--- src/rtl/cfu_acc_requant_if.sv ---
// Handshake and configuration bundle between the MAC stage and the accumulate/requantize block.
// Latency: none (wiring only).
// Backpressure: in_ready/out_ready carry the valid-ready stall in each direction.
interface cfu_acc_requant_if #(
  parameter int OUT_W = 8
);
  logic                    in_valid;
  logic                    in_ready;
  logic signed [31:0]      in_sum;
  logic                    in_first;
  logic                    in_last;
  logic signed [31:0]      bias;
  logic signed [31:0]      multiplier;
  logic        [4:0]       shift;
  logic signed [31:0]      out_offset;
  logic signed [OUT_W-1:0] act_min;
  logic signed [OUT_W-1:0] act_max;
  logic                    out_valid;
  logic                    out_ready;
  logic signed [OUT_W-1:0] out_data;

  // Producer/consumer side: drives beats and configuration, takes results.
  modport master (
    output in_valid, in_sum, in_first, in_last, bias, multiplier, shift,
           out_offset, act_min, act_max, out_ready,
    input  in_ready, out_valid, out_data
  );

  // Block side.
  modport slave (
    input  in_valid, in_sum, in_first, in_last, bias, multiplier, shift,
           out_offset, act_min, act_max, out_ready,
    output in_ready, out_valid, out_data
  );
endinterface

--- src/rtl/cfu_acc_requant.sv ---
// Accumulates MAC partial sums, adds bias, requantizes (SRDHM + rounding shift), offsets and clamps.
// Latency: result registered 3 cycles after the accepted in_last beat (S1, S2, output register).
// Backpressure: global stall; in_ready drops and every stage holds while a result waits on out_ready.
module cfu_acc_requant #(
  parameter int OUT_W = 8
) (
  input logic             clk,
  input logic             reset_n,
  cfu_acc_requant_if.slave io
);
  logic                    stall;
  logic                    accept;
  logic signed [31:0]      acc;
  logic signed [31:0]      acc_next;

  logic                    s1_valid;
  logic signed [31:0]      s1_x;
  logic signed [31:0]      s1_mul;
  logic        [4:0]       s1_shift;
  logic signed [31:0]      s1_off;
  logic signed [OUT_W-1:0] s1_min;
  logic signed [OUT_W-1:0] s1_max;

  logic                    s2_valid;
  logic signed [31:0]      s2_y;
  logic        [4:0]       s2_shift;
  logic signed [31:0]      s2_off;
  logic signed [OUT_W-1:0] s2_min;
  logic signed [OUT_W-1:0] s2_max;

  logic                    out_valid_q;
  logic signed [OUT_W-1:0] out_data_q;

  logic signed [63:0]      prod;
  logic signed [63:0]      prod_nudged;
  logic signed [63:0]      prod_rtz;
  logic signed [63:0]      prod_q;
  logic signed [31:0]      srdhm_y;

  logic        [31:0]      mask;
  logic        [31:0]      rem;
  logic        [31:0]      thr;
  logic signed [31:0]      rdbp_z;
  logic signed [32:0]      w;
  logic signed [32:0]      lo;
  logic signed [32:0]      hi;
  logic signed [32:0]      clamp_lo;
  logic signed [32:0]      clamp_res;

  assign stall       = out_valid_q && !io.out_ready;
  assign io.in_ready = !stall;
  assign accept      = io.in_valid && !stall;
  assign acc_next    = io.in_first ? io.in_sum : acc + io.in_sum;

  assign io.out_valid = out_valid_q;
  assign io.out_data  = out_data_q;

  // Running sum; a beat without in_first simply adds onto whatever is held (0 after reset).
  always_ff @(posedge clk or negedge reset_n) begin
    if (!reset_n) begin
      acc <= '0;
    end else if (accept) begin
      acc <= acc_next;
    end
  end

  // S1: capture biased sum and the requant parameters on the closing beat.
  always_ff @(posedge clk or negedge reset_n) begin
    if (!reset_n) begin
      s1_valid <= 1'b0;
      s1_x     <= '0;
      s1_mul   <= '0;
      s1_shift <= '0;
      s1_off   <= '0;
      s1_min   <= '0;
      s1_max   <= '0;
    end else if (!stall) begin
      s1_valid <= accept && io.in_last;
      if (accept && io.in_last) begin
        s1_x     <= acc_next + io.bias;
        s1_mul   <= io.multiplier;
        s1_shift <= io.shift;
        s1_off   <= io.out_offset;
        s1_min   <= io.act_min;
        s1_max   <= io.act_max;
      end
    end
  end

  // Saturating rounding doubling high multiply; division by 2^31 truncates toward zero.
  always_comb begin
    prod        = s1_x * s1_mul;
    prod_nudged = prod + ((prod >= 0) ? 64'sd1073741824 : (64'sd1 - 64'sd1073741824));
    prod_rtz    = prod_nudged + ((prod_nudged < 0) ? 64'sd2147483647 : 64'sd0);
    prod_q      = prod_rtz >>> 31;
    if (s1_x == 32'sh8000_0000 && s1_mul == 32'sh8000_0000) begin
      srdhm_y = 32'sh7FFF_FFFF;
    end else begin
      srdhm_y = prod_q[31:0];
    end
  end

  // S2: register the SRDHM result with the downstream parameters.
  always_ff @(posedge clk or negedge reset_n) begin
    if (!reset_n) begin
      s2_valid <= 1'b0;
      s2_y     <= '0;
      s2_shift <= '0;
      s2_off   <= '0;
      s2_min   <= '0;
      s2_max   <= '0;
    end else if (!stall) begin
      s2_valid <= s1_valid;
      if (s1_valid) begin
        s2_y     <= srdhm_y;
        s2_shift <= s1_shift;
        s2_off   <= s1_off;
        s2_min   <= s1_min;
        s2_max   <= s1_max;
      end
    end
  end

  // Rounding divide by power of two, then offset and clamp; the upper bound wins when min > max.
  always_comb begin
    mask      = (32'd1 << s2_shift) - 32'd1;
    rem       = s2_y & mask;
    thr       = (mask >> 1) + {31'd0, s2_y[31]};
    rdbp_z    = (s2_y >>> s2_shift) + ((rem > thr) ? 32'sd1 : 32'sd0);
    w         = $signed({rdbp_z[31], rdbp_z}) + $signed({s2_off[31], s2_off});
    lo        = $signed({{(33-OUT_W){s2_min[OUT_W-1]}}, s2_min});
    hi        = $signed({{(33-OUT_W){s2_max[OUT_W-1]}}, s2_max});
    clamp_lo  = (w < lo) ? lo : w;
    clamp_res = (clamp_lo > hi) ? hi : clamp_lo;
  end

  // Output register; holds while the consumer stalls, clears on handshake when no new result arrives.
  always_ff @(posedge clk or negedge reset_n) begin
    if (!reset_n) begin
      out_valid_q <= 1'b0;
      out_data_q  <= '0;
    end else if (!stall) begin
      out_valid_q <= s2_valid;
      if (s2_valid) begin
        out_data_q <= clamp_res[OUT_W-1:0];
      end
    end
  end
endmodule

--- src/flat_wrapper.sv ---
// flat-port wrapper written by rule: the top's interface ports become plain ports
module cfu_acc_requant_flat 
#(
  parameter int OUT_W = 8
)
  (clk, reset_n, io_in_valid, io_in_sum, io_in_first, io_in_last, io_bias, io_multiplier, io_shift, io_out_offset, io_act_min, io_act_max, io_out_ready, io_in_ready, io_out_valid, io_out_data);
  cfu_acc_requant_if #(.OUT_W(OUT_W)) io_i ();
  input logic clk;
  input logic reset_n;
  input wire logic [$bits(io_i.in_valid)-1:0] io_in_valid;
  input wire logic [$bits(io_i.in_sum)-1:0] io_in_sum;
  input wire logic [$bits(io_i.in_first)-1:0] io_in_first;
  input wire logic [$bits(io_i.in_last)-1:0] io_in_last;
  input wire logic [$bits(io_i.bias)-1:0] io_bias;
  input wire logic [$bits(io_i.multiplier)-1:0] io_multiplier;
  input wire logic [$bits(io_i.shift)-1:0] io_shift;
  input wire logic [$bits(io_i.out_offset)-1:0] io_out_offset;
  input wire logic [$bits(io_i.act_min)-1:0] io_act_min;
  input wire logic [$bits(io_i.act_max)-1:0] io_act_max;
  input wire logic [$bits(io_i.out_ready)-1:0] io_out_ready;
  output wire logic [$bits(io_i.in_ready)-1:0] io_in_ready;
  output wire logic [$bits(io_i.out_valid)-1:0] io_out_valid;
  output wire logic [$bits(io_i.out_data)-1:0] io_out_data;
  assign io_i.in_valid = io_in_valid;
  assign io_i.in_sum = io_in_sum;
  assign io_i.in_first = io_in_first;
  assign io_i.in_last = io_in_last;
  assign io_i.bias = io_bias;
  assign io_i.multiplier = io_multiplier;
  assign io_i.shift = io_shift;
  assign io_i.out_offset = io_out_offset;
  assign io_i.act_min = io_act_min;
  assign io_i.act_max = io_act_max;
  assign io_i.out_ready = io_out_ready;
  assign io_in_ready = io_i.in_ready;
  assign io_out_valid = io_i.out_valid;
  assign io_out_data = io_i.out_data;
  cfu_acc_requant #(.OUT_W(OUT_W)) u_core (.clk(clk), .reset_n(reset_n), .io(io_i));
endmodule
--- config.mk ---
export PLATFORM = sky130hd
export DESIGN_NAME = cfu_acc_requant_flat
export DESIGN_NICKNAME = d
export VERILOG_FILES = /design/src/rtl/cfu_acc_requant_if.sv /design/src/rtl/cfu_acc_requant.sv /design/src/flat_wrapper.sv
export SDC_FILE = /design/constraint.sdc
export NUM_CORES = 2
export LEC_CHECK = 0
export ABC_CLOCK_PERIOD_IN_PS = 16400
export BUFFER_PORTS_ARGS = -buffer_cell sky130_fd_sc_hd__buf_2
export CORE_MARGIN = 2
export CORE_UTILIZATION = 60
export DETAILED_ROUTE_END_ITERATION = 16
export PLACE_DENSITY = 0.81
export SKIP_CTS_REPAIR_TIMING = 1
export SYNTH_ARGS = -nofsm -noshare
export SYNTH_HDL_FRONTEND = slang
export SYNTH_SLANG_ARGS = --single-unit
--- constraint.sdc ---
create_clock -name clk -period 16.4 [get_ports clk]
set_input_delay 0.82 -clock clk [delete_from_list [all_inputs] [get_ports clk]]
set_output_delay 0.82 -clock clk [all_outputs]
set_load 0.05 [all_outputs]
==> impl_metrics.csv <==
group,metric,value,unit
worst_setup_path,arrival,16.20,ns
yosys,ys_async_sr_fraction,1.00,
sta,fin_hold_viols,0,
cells_and_area,drive_above_1_share,0.0939,
grt,number_of_global_route_vias_before_repair,51100,
cts,ctsLongestPathBuffers,3,
cts,insertion_delay,0.62,ns
worst_setup_path,rr_startpoint,"u_core.s1_x[19]$_DFFE_PN0P_",
yosys,ys.warnings.count,0,
routing,drtPass1Iterations,6,
grt,grt_antenna_before_repair,13,
status,status,"finished, final reports clean",
worst_setup_path,worst-path-max-fanout,24,
cts,clock_tree_from_tritoncts,"done",
grt,grt_start_max_net_pins,135,
sta,setup_tns,0,ns
cells_and_area,flow.area_growth_from_synthesis,6.23,%
yosys,synth.most_common_cell,"sky130_fd_sc_hd__inv_1",
yosys,synth_seq_cells,245,
sta,min_period,15.73,ns
die,area_of_the_core,98600,µm²
yosys,syn-mean-instance-area,8.82,µm²
routing,detailroute.via_count,48500,
worst_setup_path,slowest_delay,0.61,ns
routing,drtIter0Drc,4106,
routing,post-route-drc-count,0,
die,pin_count,165,
yosys,synth_common_cells,"1177 x sky130_fd_sc_hd__inv_1, 1085 x sky130_fd_sc_hd__fa_1, 1048 x sky130_fd_sc_hd__nand2_1, 446 x sky130_fd_sc_hd__ha_1, 381 x sky130_fd_sc_hd__and2_1",
sta,min_period_over_period,0.959,
cells_and_area,layout.cells.non_filler,8134,
sta,slew-limit-headroom,0.332,
grt,grt-ovfl-total,0,
routing,postRouteWirelength,167000,µm
yosys,synth-seq-area-share,0.102,
placed_design,numPortBuffers,164,
run,cap_viol_max_count,0,
grt,groute.usage.overall,0.337,
cts,cts_buffers,35,
placed_design,number_of_cells_after_detailed_placement,8051,
worst_setup_path,crit-reg2reg-capture,"u_core.s2_y[31]$_DFFE_PN0P_",
routing,vias_per_cell,5.96,
cells_and_area,fin_util,0.645,
yosys,synth_flop_cell,"sky130_fd_sc_hd__dfrtp_1",
worst_setup_path,crit_path_top_delay_cell,"sky130_fd_sc_hd__or4_4",
die,die_area,102000,µm²
routing,post_drt_wl_per_cell,20.5,µm
grt,wire_length_of_the_first_global_routing_pass,271000,µm
cts,h_tree_depth,2,
worst_setup_path,critical_path.most_common_cell,"sky130_fd_sc_hd__fa_1",
sta,slew_viol_final,0,
yosys,synth_area_leader_cell,"sky130_fd_sc_hd__fa_1",
yosys,synth_top_area_share,0.363,
die,floorplan.die.height,320,µm
die,rows,115,
die,die_width,320,µm
worst_setup_path,startpoint_type,"flip-flop",
routing,antenna_left,0,
yosys,syn-num-nets,8475,
cts,cts.clk_slew.worst_paths,0.06,ns
worst_setup_path,reg2reg_setup_slack,0.67,ns
worst_setup_path,crit_required,16.87,ns
yosys,syn_inst_count,6789,
sta,maxClockFrequency,63.6,MHz
yosys,yosys.cell_types.count,105,
worst_setup_path,timing.reg2reg.worst_path_depth,58,
worst_setup_path,worst_setup_path_end_kind,"flip-flop",
yosys,ys_top_cells_by_area,"sky130_fd_sc_hd__fa_1 36%, sky130_fd_sc_hd__dfrtp_1 10%, sky130_fd_sc_hd__ha_1 9.3%, sky130_fd_sc_hd__inv_1 7.4%, sky130_fd_sc_hd__nand2_1 6.6%",
placed_design,place_hpwl,136000,µm
worst_setup_path,path_class,"reg2reg",
yosys,syn-cell-area,59900,µm²
sta,skew,0.0324,ns
sta,setup_viol,0,
yosys,post_synth_edffs,0,
sta,timing_worst_slew_pin_value,0.976,ns
cells_and_area,layout.nets,8497,
min_path,hold_path_class,"in2async",
cts,cts_sinks,245,
die,start_util,0.607,
placed_design,gp_routability_congestion,0.973,
cts,clk_root_buffer_cell,"sky130_fd_sc_hd__clkbuf_16",
## cells by family after synthesis
group           after synthesis  synth area share
mux                         199            0.0407
buf+inv                    1519            0.0958
simple gates               2142             0.171
xor+xnor                    257            0.0377
other cells                   2          0.000125
flops                       245             0.102
fa+ha+maj                  1531             0.456
compound gates              894            0.0958
## critical path, delay by kind of cell (launching register included)
kind,cells,cell delay [ns]
DFF,1,0.57
and+or+nand+nor,8,1.75
AOI/OAI and AO/OA,30,6.50
buffers and inverters,8,1.42
adders and majority gates,11,5.20
xor gates and xnor gates,1,0.14
## through the flow
stage                     instance area (µm²)  setup slack, ns  hold slack [ns]
after floorplan                         59900            0.124            0.433
after global placement                  62200            0.391            0.448
after detailed placement                62200          -0.0237            0.458
after CTS                               63400           -0.131            0.354
after global routing                    63600          -0.0407            0.386
final                                   63600            0.667            0.322
## cells in the final DEF, fill, tap and decap left out, types with 41 or more instances in the layout
| cell type | count |
|---|---|
| sky130_fd_sc_hd__nand2_1 | 1047 |
| sky130_fd_sc_hd__nand2b_1 | 64 |
| sky130_fd_sc_hd__xnor2_1 | 172 |
| sky130_fd_sc_hd__xor2_1 | 83 |
| sky130_fd_sc_hd__and2_1 | 380 |
| sky130_fd_sc_hd__nor3_1 | 77 |
| sky130_fd_sc_hd__nor2b_1 | 48 |
| sky130_fd_sc_hd__fa_1 | 1085 |
| sky130_fd_sc_hd__a21oi_1 | 235 |
| sky130_fd_sc_hd__ha_1 | 445 |
| sky130_fd_sc_hd__and3_1 | 56 |
| sky130_fd_sc_hd__mux2_2 | 136 |
| sky130_fd_sc_hd__o21ai_0 | 221 |
| sky130_fd_sc_hd__a21o_1 | 110 |
| sky130_fd_sc_hd__inv_1 | 1176 |
| sky130_fd_sc_hd__buf_4 | 155 |
| sky130_fd_sc_hd__nand3_1 | 65 |
| sky130_fd_sc_hd__dfrtp_1 | 229 |
| sky130_fd_sc_hd__mux2i_1 | 41 |
| sky130_fd_sc_hd__buf_2 | 163 |
| sky130_fd_sc_hd__nor2_1 | 224 |
## how the worst max path moves through the flow
stage | startpoint | end | slack (ns) | cells past startpoint
finish | u_core.s1_x[19]$_DFFE_PN0P_ | u_core.s2_y[31]$_DFFE_PN0P_ | 0.67 | 58
global route | u_core.s1_mul[6]$_DFFE_PN0P_ | u_core.s2_y[31]$_DFFE_PN0P_ | -0.04 | 62
CTS | u_core.s1_x[19]$_DFFE_PN0P_ | u_core.s2_y[31]$_DFFE_PN0P_ | -0.13 | 60
detailed placement | u_core.s1_x[19]$_DFFE_PN0P_ | u_core.s2_y[31]$_DFFE_PN0P_ | -0.02 | 60
global placement | u_core.s1_x[20]$_DFFE_PN0P_ | u_core.s2_y[31]$_DFFE_PN0P_ | 0.39 | 60
floorplan | u_core.s1_mul[5]$_DFFE_PN0P_ | u_core.s2_y[31]$_DFFE_PN0P_ | 0.12 | 61
## final cells by class
| class | instances | area (µm²) |
|---|---|---|
| repair buffers | 324 | 2080 |
| well taps | 1287 | 1610 |
| clock inverters | 15 | 194 |
| diodes | 11 | 27.5 |
| clock buffers | 47 | 1000 |
| inverters | 1179 | 4430 |
| multi-input cells | 5026 | 48100 |
| fillers | 7989 | 35000 |
| flip-flops and latches | 245 | 6150 |
## flip-flops by register name, summed over array words and instances (netlist names), 32 cells and up
register,flops
u_core.acc,32
u_core.s1_x,32
u_core.s1_mul,32
u_core.s2_y,32
u_core.s1_off,32
u_core.s2_off,32
## layer usage
metal,part of all wire,track usage
met5,0.00016,0
met3,0.083,0.0594
met4,0.057,0.176
met1,0.39,0.437
met2,0.47,0.543
Power is left out: the tool's default activity adds up to more than one toggle a clock period on the data nets, which glitch-free logic cannot reach.
